### src/rtl/window_fetch_if.sv
// Image-memory read bus between the window fetcher (master) and the pixel memory (slave).
// One outstanding request; read_valid may arrive in the first read_en cycle.
interface window_fetch_if #(
  parameter int ADDR_W = 16,
  parameter int PIX_W  = 8
);
  logic              read_en;
  logic [ADDR_W-1:0] read_addr;
  logic [PIX_W-1:0]  read_data;
  logic              read_valid;

  modport master (output read_en, output read_addr, input read_data, input read_valid);
  modport slave  (input read_en, input read_addr, output read_data, output read_valid);
endinterface

### src/rtl/window_fetch.sv
// Fetches a 3x3 pixel window (full fetch) or slides it one column right and fetches
// only the new right column (shift), one pixel per memory handshake.
module window_fetch #(
  parameter int ADDR_W = 16,
  parameter int PIX_W  = 8,
  parameter int IMG_W  = 640
) (
  input  logic               clk,
  input  logic               n_rst,
  input  logic               start_9_read,
  input  logic               start_shift,
  input  logic [ADDR_W-1:0]  base_addr,
  window_fetch_if.master     mem,
  output logic [9*PIX_W-1:0] window,
  output logic               read_data_done,
  output logic               shift_done,
  output logic               busy
);

  localparam logic [1:0] S_IDLE  = 2'd0;
  localparam logic [1:0] S_FULL  = 2'd1;
  localparam logic [1:0] S_SHIFT = 2'd2;
  localparam logic [1:0] S_DONE  = 2'd3;

  localparam logic [ADDR_W-1:0] W_PITCH = ADDR_W'(IMG_W);

  logic [1:0]        r_state;
  logic [ADDR_W-1:0] r_base;
  logic [1:0]        r_row;
  logic [1:0]        r_col;
  logic              r_read_en;
  logic [ADDR_W-1:0] r_read_addr;
  logic              r_read_data_done;
  logic              r_shift_done;
  logic              r_busy;
  logic [PIX_W-1:0]  r_pix [9];

  logic [1:0] w_next_row;
  logic [1:0] w_next_col;
  logic       w_last;
  logic [3:0] w_cap_idx;

  function automatic logic [ADDR_W-1:0] f_addr(input logic [ADDR_W-1:0] base,
                                              input logic [1:0] row,
                                              input logic [1:0] col);
    return base + ADDR_W'(row) * W_PITCH + ADDR_W'(col);
  endfunction

  // NOTE: every variable gets a default at the top of always_comb so no path leaves it unassigned (no latch).
  always_comb begin
    w_next_row = r_row;
    w_next_col = r_col + 2'd1;
    if (r_state == S_SHIFT) begin
      w_next_row = r_row + 2'd1;
      w_next_col = 2'd2;
    end else if (r_col == 2'd2) begin
      w_next_row = r_row + 2'd1;
      w_next_col = 2'd0;
    end
  end

  assign w_last    = (r_state == S_SHIFT) ? (r_row == 2'd2) : (r_row == 2'd2 && r_col == 2'd2);
  assign w_cap_idx = 4'(r_row) * 4'd3 + 4'(r_col);

  // NOTE: state uses non-blocking assignments so every register samples pre-edge values.
  always_ff @(posedge clk or negedge n_rst) begin
    if (!n_rst) begin
      r_state          <= S_IDLE;
      r_base           <= '0;
      r_row            <= '0;
      r_col            <= '0;
      r_read_en        <= 1'b0;
      r_read_addr      <= '0;
      r_read_data_done <= 1'b0;
      r_shift_done     <= 1'b0;
      r_busy           <= 1'b0;
      // NOTE: the pixel array is reset on purpose: an aborted fetch must leave a zeroed window.
      for (int i = 0; i < 9; i++) r_pix[i] <= '0;
    end else begin
      r_read_data_done <= 1'b0;
      r_shift_done     <= 1'b0;
      case (r_state)
        S_IDLE: begin
          if (start_9_read) begin
            r_base      <= base_addr;
            r_row       <= 2'd0;
            r_col       <= 2'd0;
            r_read_en   <= 1'b1;
            r_read_addr <= base_addr;
            r_busy      <= 1'b1;
            r_state     <= S_FULL;
          end else if (start_shift) begin
            for (int r = 0; r < 3; r++) begin
              r_pix[3*r]   <= r_pix[3*r+1];
              r_pix[3*r+1] <= r_pix[3*r+2];
            end
            r_base      <= base_addr;
            r_row       <= 2'd0;
            r_col       <= 2'd2;
            r_read_en   <= 1'b1;
            r_read_addr <= base_addr + ADDR_W'(2);
            r_busy      <= 1'b1;
            r_state     <= S_SHIFT;
          end
        end
        S_FULL, S_SHIFT: begin
          if (mem.read_valid) begin
            r_pix[w_cap_idx] <= mem.read_data;
            if (w_last) begin
              r_read_en        <= 1'b0;
              r_read_data_done <= (r_state == S_FULL);
              r_shift_done     <= (r_state == S_SHIFT);
              r_state          <= S_DONE;
            end else begin
              r_row       <= w_next_row;
              r_col       <= w_next_col;
              r_read_addr <= f_addr(r_base, w_next_row, w_next_col);
            end
          end
        end
        S_DONE: begin
          r_busy  <= 1'b0;
          r_state <= S_IDLE;
        end
        default: r_state <= S_IDLE;
      endcase
    end
  end

  assign mem.read_en     = r_read_en;
  assign mem.read_addr   = r_read_addr;
  assign read_data_done  = r_read_data_done;
  assign shift_done      = r_shift_done;
  assign busy            = r_busy;

  for (genvar g = 0; g < 9; g++) begin : g_window
    assign window[g*PIX_W +: PIX_W] = r_pix[g];
  end

endmodule
### src/flat_wrapper.sv
// flat-port wrapper written by rule: the top's interface ports become plain ports
module window_fetch_flat 
#(
  parameter int ADDR_W = 16,
  parameter int PIX_W  = 8,
  parameter int IMG_W  = 640
)
  (clk, n_rst, start_9_read, start_shift, base_addr, window, read_data_done, shift_done, busy, mem_read_en, mem_read_addr, mem_read_data, mem_read_valid);
  window_fetch_if #(.ADDR_W(ADDR_W), .PIX_W(PIX_W)) mem_i ();
  input  logic clk;
  input  logic n_rst;
  input  logic start_9_read;
  input  logic start_shift;
  input  logic [ADDR_W-1:0] base_addr;
  output logic [9*PIX_W-1:0] window;
  output logic read_data_done;
  output logic shift_done;
  output logic busy;
  output wire logic [$bits(mem_i.read_en)-1:0] mem_read_en;
  output wire logic [$bits(mem_i.read_addr)-1:0] mem_read_addr;
  input wire logic [$bits(mem_i.read_data)-1:0] mem_read_data;
  input wire logic [$bits(mem_i.read_valid)-1:0] mem_read_valid;
  assign mem_read_en = mem_i.read_en;
  assign mem_read_addr = mem_i.read_addr;
  assign mem_i.read_data = mem_read_data;
  assign mem_i.read_valid = mem_read_valid;
  window_fetch #(.ADDR_W(ADDR_W), .PIX_W(PIX_W), .IMG_W(IMG_W)) u_core (.clk(clk), .n_rst(n_rst), .start_9_read(start_9_read), .start_shift(start_shift), .base_addr(base_addr), .mem(mem_i), .window(window), .read_data_done(read_data_done), .shift_done(shift_done), .busy(busy));
endmodule
### config.mk
export PLATFORM = sky130hd
export DESIGN_NAME = window_fetch_flat
export DESIGN_NICKNAME = d
export VERILOG_FILES = /design/src/rtl/window_fetch_if.sv /design/src/rtl/window_fetch.sv /design/src/flat_wrapper.sv
export SDC_FILE = /design/constraint.sdc
export NUM_CORES = 1
export LEC_CHECK = 0
export ABC_AREA = 0
export CAP_MARGIN = 20
export CELL_PAD_IN_SITES_DETAIL_PLACEMENT = 1
export CELL_PAD_IN_SITES_GLOBAL_PLACEMENT = 1
export CORE_ASPECT_RATIO = 1.2
export CORE_UTILIZATION = 43
export CTS_CLUSTER_DIAMETER = 30
export DETAILED_ROUTE_END_ITERATION = 16
export DONT_BUFFER_PORTS = 1
export PLACE_DENSITY_LB_ADDON = 0.1
export SLEW_MARGIN = 20
export SYNTH_ARGS = -nofsm -noshare
export SYNTH_HDL_FRONTEND = slang
export SYNTH_SLANG_ARGS = --single-unit
### constraint.sdc
create_clock -name clk -period 7.2 [get_ports clk]
set_clock_uncertainty 0.2 [all_clocks]
set_input_delay 1.8 -clock clk [delete_from_list [all_inputs] [get_ports clk]]
set_output_delay 1.8 -clock clk [all_outputs]
set_load 0.01 [all_outputs]
## Word-level counts from Yosys, hierarchy flattened

Index checks and enable logic that the tools add are counted.

- Flip-flop bits (word level): 114
- Latch bits: 0
- Memory bits (writable): 0
- ROM bits: 0
- Input port bits: 29
- Word-level logic and storage cells: 105
- Memories: 0

- $add $sub $neg: 6
- Multipliers: 2
- Div/mod/pow operators: 0
- Order comparisons: 2
- Equal/unequal tests: 11
- Shift operators: 0
- Multiplexer cells: 51
- Bitwise gates (word level): 1
- Reduce and logical (&&, ||, !) cells: 14

Operator list:

| operator | count |
|---|---|
| 16-bit two-way mux | 12 |
| 16-bit case mux with 2 select lines | 4 |
| 72-bit bitwise mux | 1 |
| 72-bit two-way mux | 1 |
| 8-bit demux with 4-bit select | 1 |
| 2-bit two-way mux | 15 |
| 16-bit by 12-bit adder with 16-bit output | 1 |
| 16-bit by 2-bit adder with 16-bit output | 1 |
| 16-bit by 2-bit adder with 16-bit output, second input constant | 1 |
| 4-bit AND reduction | 3 |
| 1-bit two-way mux | 11 |
| 2-bit == test, second input constant | 4 |
| 8-bit two-way mux | 1 |
| 2-bit inequality test, second input constant | 4 |
| 2-bit case mux with 2 select lines | 2 |
| 2-bit case mux with 3 select lines | 1 |
| 2-bit AND reduction | 3 |
| 2-bit nonzero test | 3 |
| 5-bit greater-or-equal comparator, second input constant | 1 |
| 5-bit by 1-bit less-than comparator with 1-bit output, second input constant | 1 |
| 2-bit by 3-bit multiplier with 5-bit output, second input constant | 1 |
| 4-bit inverter with 5-bit output | 1 |
| 2-bit by 1-bit adder with 2-bit output, second input constant | 2 |
| 4-bit by 2-bit adder with 4-bit output | 1 |
| 9 further kinds | 11 |

## Logic depth before layout (Yosys ltp)

Gate-level depths: netlist of the first run.

- Word-level depth: 10
- Gate-level depth with buffers: 11
- Gate-level depth less buffers: 11

## Worst setup path after synthesis of the first run

OpenSTA, ideal clock, no wires.

- Path kind: in2reg
- Start point: input start_9_read
- End point: register u_core.r_base[10]
- Library setup time: 0.125 ns
- Arrival: 2.903 ns
- Required time: 6.875 ns
- Path slack: 3.973 ns
- Stages: 4
- Cell sequence: buf_1 > o21ai_2 > buf_2 > mux2_2

- Cells in the longest elaborated chain, start to end: 2
- Elaborated cells on any way between the ends: 3

Ends and longest elaborated chain:

| what | RTL line | RTL |
|---|---|---|
| from (decl) | flat_wrapper.sv:12 | `input logic start_9_read;` |
| 2-bit nonzero test (no source line) | - |  |
| 2-bit AND reduction (no source line) | - |  |
| to (signal assigned) | window_fetch.sv:85 | `r_base <= base_addr;` |
| to (signal assigned) | window_fetch.sv:97 | `r_base <= base_addr;` |
| to (decl) | window_fetch.sv:28 | `logic [ADDR_W-1:0] r_base;` |

Parallel ways exist; a longest one is shown, timed or not.
A chain may end at the register's enable or synchronous reset.

## Final worst setup path of the first run

- Start point: register u_core.r_row[0]
- End point: register u_core.r_pix, in the netlist u_core.window[32]

- Cells in the longest elaborated chain, start to end: 10
- Elaborated cells on any way between the ends: 11

Ends and longest elaborated chain:

| what | RTL line | RTL |
|---|---|---|
| from (decl) | window_fetch.sv:29 | `logic [1:0] r_row;` |
| from (signal assigned) | window_fetch.sv:115 | `r_row <= w_next_row;` |
| 2-bit by 2-bit multiplier with 4-bit output * | window_fetch.sv:63 | `assign w_cap_idx = 4'(r_row) * 4'd3 + 4'(r_col);` |
| 4-bit by 2-bit adder with 4-bit output * | window_fetch.sv:63 |  |
| 4-bit inverter with 5-bit output (not written as such) * | window_fetch.sv:108 | `r_pix[w_cap_idx] <= mem.read_data;` |
| 5-bit greater-or-equal comparator (not written as such) / 5-bit by 1-bit less-than comparator with 1-bit output (equally long branches) | window_fetch.sv:108 |  |
| 1-bit logical AND (not written as such) | window_fetch.sv:108 |  |
| 8-bit two-way mux (not written as such) | window_fetch.sv:108 |  |
| 8-bit demux with 4-bit select * | window_fetch.sv:108 |  |
| 72-bit bitwise mux * | window_fetch.sv:108 |  |
| 72-bit two-way mux * | window_fetch.sv:107 | `if (mem.read_valid) begin` |
| 16-bit case mux with 2 select lines * | window_fetch.sv:82 | `case (r_state)` |
| to (signal, indexed assignment) | window_fetch.sv:94 | `r_pix[3*r] <= r_pix[3*r+1];` |
| to (signal, indexed assignment) | window_fetch.sv:95 | `r_pix[3*r+1] <= r_pix[3*r+2];` |
| to (signal, indexed assignment) | window_fetch.sv:108 |  |
| to (decl) | window_fetch.sv:36 | `logic [PIX_W-1:0] r_pix [9];` |

Every way passes the cells marked *; elsewhere a longest branch is shown, timed or not. The select of a mux whose other input is x is not followed.

==> flow_metrics.py, run 1 <==
metrics = {
    "logic_synthesis": {
        "parity_gate_share_of_the_synthesized_area_counting_xor_and_xnor_cells_pct": 3.79,
        "synth_area_per_cell_um2": 10.2,
        "synth.net_count": 633,
        "share_of_synthesized_cell_area_in_and_or_nand_and_nor_gates_pct": 15.2,
        "synthAdderAreaFrac_pct": 3.91,
        "ys_async_sr_fraction_pct": 100,
        "synth_warnings": 0,
        "post_synth_inst_count": 587,
        "post_synth_num_cell_types": 63,
        "ys_seq_area_share_pct": 47.5,
        "dominantRegCellSynth": "dfrtp_1",
        "yosys_register_bits": 114,
        "synth_enable_flop_cells": 0,
        "synth_compound_area_share_pct": 17.7,
        "syn_area_um2": 6010,
        "synth_top_family_by_area": "compound AO/OA/AOI/OAI gates",
        "synth_mux_area_share_pct": 8.41,
    },
    "sta": {
        "timing.final.setup_violations": 0,
        "maxSlewViolCount": 0,
        "worst_slew_margin_rel_pct": 35.8,
        "max_freq_ghz": 0.287,
        "min_period_over_period_pct": 48.4,
        "report.final.hold_viol_count": 0,
        "grt_setup_unrepaired": "no",
        "final.setup.tns_ps": 0,
        "worstMarginPinSlew_ps": 963,
        "finalCriticalPeriod_ps": 3490,
    },
    "cells_and_area": {
        "area_delta_synth_final_pct": 11.6,
        "inserted_diodes": 0,
        "post_route_cells_drive_above_1_share_pct": 15.8,
        "layout.cell_area.non_filler_um2": 6710,
        "layout_commonest_cell": "dfrtp_1",
        "design.final.nets": 618,
        "layout.cells.most_common_list": "dfrtp_1 (114), nor2_1 (66), a21oi_1 (66)",
        "final-instance-count-excl-fill": 752,
        "fillCellCount": 1427,
    },
    "cts": {
        "clkLatencyLatePin_ps": 420,
        "cts-buffers-inserted": 17,
        "clock_tree_from_tritoncts": "yes",
        "hold_buffers": 0,
        "postCtsSetupRepairBufs": 0,
        "htree_num_levels": 4,
        "longest_clk_path_bufs": 2,
        "clk_pin_slew_worst_paths_ps": 50,
        "root_buffer": "clkbuf_16",
        "cts_repair_resize_count": 0,
        "cts_sinks": 114,
    },
    "placed_design": {
        "port-buffer-count": 0,
        "detailed_place_hpwl_um": 12400,
        "gp_congestion": 0.785,
        "dp_cells": 721,
        "placed_area_um2": 6070,
    },
    "drt": {
        "via_count": 4563,
        "dr.first_iter.drc_count": 266,
        "post-route-drc-count": 0,
        "drt_pre_antenna_iters": 4,
        "totalWireLength_um": 17100,
        "wl_per_cell_um": 22.7,
        "vias_per_cell": 6.07,
        "drtAntennaViolNets": 0,
    },
    "floorplanning": {
        "chipHeight_um": 132,
        "ios": 121,
        "initial_core_util_pct": 44.8,
        "die_width_um": 110,
        "floorplan.core_area_um2": 13400,
        "placementRows": 46,
        "dieArea_um2": 14500,
    },
    "worst_setup_path": {
        "critPathKind": "flop to flop",
        "critical_path_required_ps": 7340,
        "start_kind": "flop",
        "path_max_fanout": 16,
        "critical_path.endpoint_type": "flop",
        "worstPathArrival_ps": 3630,
    },
    "power_and_ir_drop": {
        "vdd_drop_max_mv": 0.273,
        "power.static_leakage_uw": 0.00282,
        "totalPowerFinal_uw": 4230,
        "p_per_area_nw_per_um2": 630,
    },
    "min_path": {
        "holdCritPathClass": "flop to flop",
    },
    "grt": {
        "globalRouteOverflowTotal": 0,
        "grt_antenna_before_repair": 0,
        "grt_start_max_net_pins": 115,
        "grt_pass1_wl_um": 27300,
        "first_global_vias": 5096,
        "track_usage_pct": 25.3,
    },
    "job": {
        "timing.max_cap.violations": 0,
    },
    "outcome": {
        "status": "completed",
    },
}
routing by layer:
layer / wire length [um] / vias to the layer above / global-route usage [%]
li1: - / 2094 / -
met1: 6070 / 2331 / 25.6
met2: 9620 / 116 / 46.9
met3: 1060 / 22 / 8.63
met4: 326 / 0 / 8.30
met5: 0 / - / 0
kinds of logic (layout without fill, tap and decap cells):
kind of cell | Yosys count | after routing
AND/OR/NAND/NOR | 170 | 170
AO/OA/AOI/OAI | 168 | 168
flip-flops | 114 | 114
buffers and inverters | 47 | 44
multiplexers | 45 | 45
XOR/XNOR | 26 | 26
adder cells (fa/ha/maj) | 17 | 17
critical path, stage by stage, from the launching register on:
cell     delay [ps]
dfrtp_1         460
fa_1            500
ha_1            220
fa_1            710
nor4b_4         600
nor2_1          150
nor2_4          340
nor2_1           90
a21oi_1         130
synth_stat cells, types with 10 or more instances:
library cell	n	area, um2
buf_2	10	50.1
a21oi_1	66	330
xor2_1	12	105
buf_1	12	45.0
o21ai_0	18	90.1
a22oi_1	51	383
xnor2_1	14	123
dfrtp_1	114	2850
nand3_1	12	60.1
nor2_1	66	248
and3_1	12	75.1
mux2_2	40	450
ha_1	14	175
nand2_1	31	116
flip-flops by register name, summed over array words and instances, names as in the netlist:
signal / count
u_core.read_data_done: 1
u_core.shift_done: 1
u_core.mem.read_en: 1
u_core.r_state: 2
u_core.busy: 1
u_core.r_base: 16
u_core.r_col: 2
u_core.window: 72
u_core.r_row: 2
u_core.mem.read_addr: 16
power breakdown:
group          total [uW]  internal, uW  switching [uW]
Sequential           1390           971             423
Combinational        1940           746            1190
Clock                 894           602             293
Total                4230          2320            1910
worst paths after layout:
kind	end	startpoint	slack, ps	cells past startpoint
worst min register to register	u_core.r_base[7]$_DFFE_PN0P_	u_core.r_base[7]$_DFFE_PN0P_	320	1
worst min-delay path	u_core.r_base[7]$_DFFE_PN0P_	u_core.r_base[7]$_DFFE_PN0P_	320	1
min in group asynchronous	u_core.window[49]$_DFFE_PN0P_	n_rst	880	0
worst max-delay path	u_core.window[32]$_DFFE_PN0P_	u_core.r_row[0]$_DFFE_PN0P_	3710	8
max in group asynchronous	u_core.r_base[9]$_DFFE_PN0P_	n_rst	5770	0
worst max register to register	u_core.window[32]$_DFFE_PN0P_	u_core.r_row[0]$_DFFE_PN0P_	3710	8
final cells by class:
cell class	instances	area, um2	share of cell area, %
multi-input combinational	426	2960	44.1
sequential	114	2850	42.5
clock buffer	21	470	7.01
tap	168	210	3.13
clock inverter	10	156	2.33
inverter	10	37.5	0.559
timing repair buffer	3	22.5	0.336
metrics by stage:
stage | hold WS (ps) | worst slack [ps] | util, %
after floorplan | 269 | 3970 | -
after global placement | 298 | 3600 | 45.3
after detailed placement | 304 | 3540 | 45.3
after CTS | 319 | 3710 | 50.0
after global routing | 338 | 3500 | 50.0
final | 317 | 3710 | 50.0
(Power assumes the default switching activity.)
==> run 2: changes to the inputs <==
==> constraint.sdc (replaced) <==
create_clock -name clk -period 2.96 [get_ports clk]
set_clock_uncertainty 0.2 [all_clocks]
set_input_delay 0.74 -clock clk [delete_from_list [all_inputs] [get_ports clk]]
set_output_delay 0.74 -clock clk [all_outputs]
set_load 0.01 [all_outputs]
==> flow_metrics.py, run 2 (synthesis results as in run 1) <==
metrics = {
    "worst_setup_path": {
        "cp_cell_sequence": "fa_1 -> ha_2 -> fa_2 -> buf_6 -> buf_12 -> nand4b_1 -> buf_6 -> mux2_2",
        "worstPathArrival_ps": 2970,
        "regToRegEndpoint": "u_core.window[17]$_DFFE_PN0P_",
        "path_max_fanout": 8,
        "critPathKind": "flop to flop",
        "r2r-start": "u_core.r_col[1]$_DFFE_PN0P_",
        "worst_r2r_path_depth": 8,
        "slowest_cell_on_crit_path": "fa_2",
        "ff2ff_setup_slack_ps": 80,
        "slowest_delay_ps": 570,
        "critical_path.endpoint_type": "flop",
        "critical_path_required_ps": 3050,
        "crit_top_cell": "buf_6",
        "setup.worst_path.end": "u_core.window[17]$_DFFE_PN0P_",
        "start_kind": "flop",
        "startpoint": "u_core.r_col[1]$_DFFE_PN0P_",
    },
    "sta": {
        "worstMarginPinSlew_ps": 624,
        "maxSlewViolCount": 0,
        "finalCriticalPeriod_ps": 2880,
        "report.final.hold_viol_count": 114,
        "max_freq_ghz": 0.347,
        "worst_slew_margin_rel_pct": 58.4,
        "grt_setup_unrepaired": "yes",
        "final.setup.worst_slack_ps": 79.5,
        "hold_ws_ps": -182,
        "timing.final.setup_violations": 0,
        "min_period_over_period_pct": 97.3,
    },
    "power_and_ir_drop": {
        "p_per_area_nw_per_um2": 1540,
        "logic_pwr_share_pct": 50.8,
        "power_switching_uw": 4840,
        "power.static_leakage_uw": 0.00296,
        "clock_power_share_pct": 17.9,
        "totalPowerFinal_uw": 10800,
        "pwr-share-seq_pct": 31.3,
        "swShare_pct": 44.8,
        "vdd_drop_max_mv": 0.550,
        "internal-power_uw": 5970,
    },
    "cells_and_area": {
        "design.final.nets": 648,
        "layout.cell_area.non_filler_um2": 7030,
        "multi_input_area_um2": 3020,
        "final-instance-count-excl-fill": 782,
        "layout_commonest_cell": "dfrtp_1",
        "post_route_cells_drive_above_1_share_pct": 23.6,
        "postLayoutCoreUtil_pct": 52.4,
        "inserted_diodes": 0,
        "fillCellCount": 1444,
        "area_delta_synth_final_pct": 16.9,
        "ff_latch_area_um2": 2860,
        "layout.cells.most_common_list": "dfrtp_1 (112), a21oi_1 (64), nor2_1 (58)",
        "largest_reg_flops": 72,
    },
    "floorplanning": {
        "ios": 121,
        "die_width_um": 110,
        "chipHeight_um": 132,
        "placementRows": 46,
        "initial_core_util_pct": 44.8,
        "floorplan.core_area_um2": 13400,
        "dieArea_um2": 14500,
    },
    "placed_design": {
        "detailed_place_hpwl_um": 12200,
        "port-buffer-count": 0,
        "preCtsSetupSlack_ps": -107,
        "dp_cells": 744,
        "placed_area_um2": 6270,
        "gp_congestion": 0.864,
    },
    "cts": {
        "clk_pin_slew_worst_paths_ps": 50,
        "clkLatencyLatePin_ps": 410,
        "htree_num_levels": 4,
        "clock_tree_from_tritoncts": "yes",
        "longest_clk_path_bufs": 2,
        "root_buffer": "clkbuf_16",
        "cts-buffers-inserted": 17,
        "cts_sinks": 114,
    },
    "outcome": {
        "failed_checks": "hold timing",
        "status": "complete, but fails checks",
    },
    "drt": {
        "via_count": 4701,
        "vias_per_cell": 6.01,
        "drt_pre_antenna_iters": 4,
        "post-route-drc-count": 0,
        "drtAntennaViolNets": 0,
        "dr.first_iter.drc_count": 227,
        "wl_per_cell_um": 22.2,
        "totalWireLength_um": 17300,
    },
    "grt": {
        "globalRouteOverflowTotal": 0,
        "first_global_vias": 5102,
        "grt_pass1_wl_um": 27300,
        "track_usage_pct": 25.0,
        "grt_start_max_net_pins": 115,
        "grt_antenna_before_repair": 0,
    },
    "min_path": {
        "holdCritPathClass": "primary input to async pin",
    },
    "job": {
        "timing.max_cap.violations": 0,
    },
}
run 2: worst min path at each step:
stage	from	to
after detailed placement	n_rst	u_core.window[54]$_DFFE_PN0P_
after global placement	n_rst	u_core.window[54]$_DFFE_PN0P_
after global routing	n_rst	u_core.window[54]$_DFFE_PN0P_
after CTS	n_rst	u_core.window[54]$_DFFE_PN0P_
final	n_rst	u_core.window[54]$_DFFE_PN0P_
after floorplan	n_rst	u_core.busy$_DFFE_PN0P_
run 2: worst max-delay path: cells and delay by family (launching register included):
family        cells  cell delay [ps]
simple gates      1              110
buf+inv           3              410
mux               1              340
flops             1              440
fa+ha+maj         3             1260
run 2: area by class of cell:
class,instances,area share [%]
clock buffers,22,6.89
clock inverters,9,1.16
inverters,10,0.534
multi-input cells,426,43.0
flip-flops and latches,114,40.6
well taps,168,2.99
repair buffers,33,4.86
run 2: repair_timing:
item                                    4_1_cts  5_1_grt
endpoints found under the hold margin       114      114
pin swaps                                     4        6
endpoints found under the setup margin        8       51
setup buffers                                 3        4
gates resized for setup                       5       26
run 2: power groups by stage:
stage	Clock, uW	Sequential [uW]	Combinational [uW]
after floorplan	0	3140	3820
after global placement	0	3380	4860
after detailed placement	0	3400	5050
after CTS	1980	3380	5260
after global routing	2050	3500	6040
final	1940	3380	5490
run 2: metal layers:
layer | vias to the layer above | wire length, um | track usage, %
met4 | 0 | 282 | 9.33
met5 | - | 0 | 0
met3 | 22 | 939 | 6.85
li1 | 2163 | - | -
met2 | 118 | 9740 | 46.4
met1 | 2398 | 6370 | 25.9
run 2: through the flow:
stage | hold WS [ps] | setup TNS (ps)
3_5_place_dp | 248 | -296
2_1_floorplan | 244 | 0
6_report | -182 | 0
3_3_place_gp | 247 | -65.5
5_1_grt | -197 | -641
4_1_cts | -197 | 0
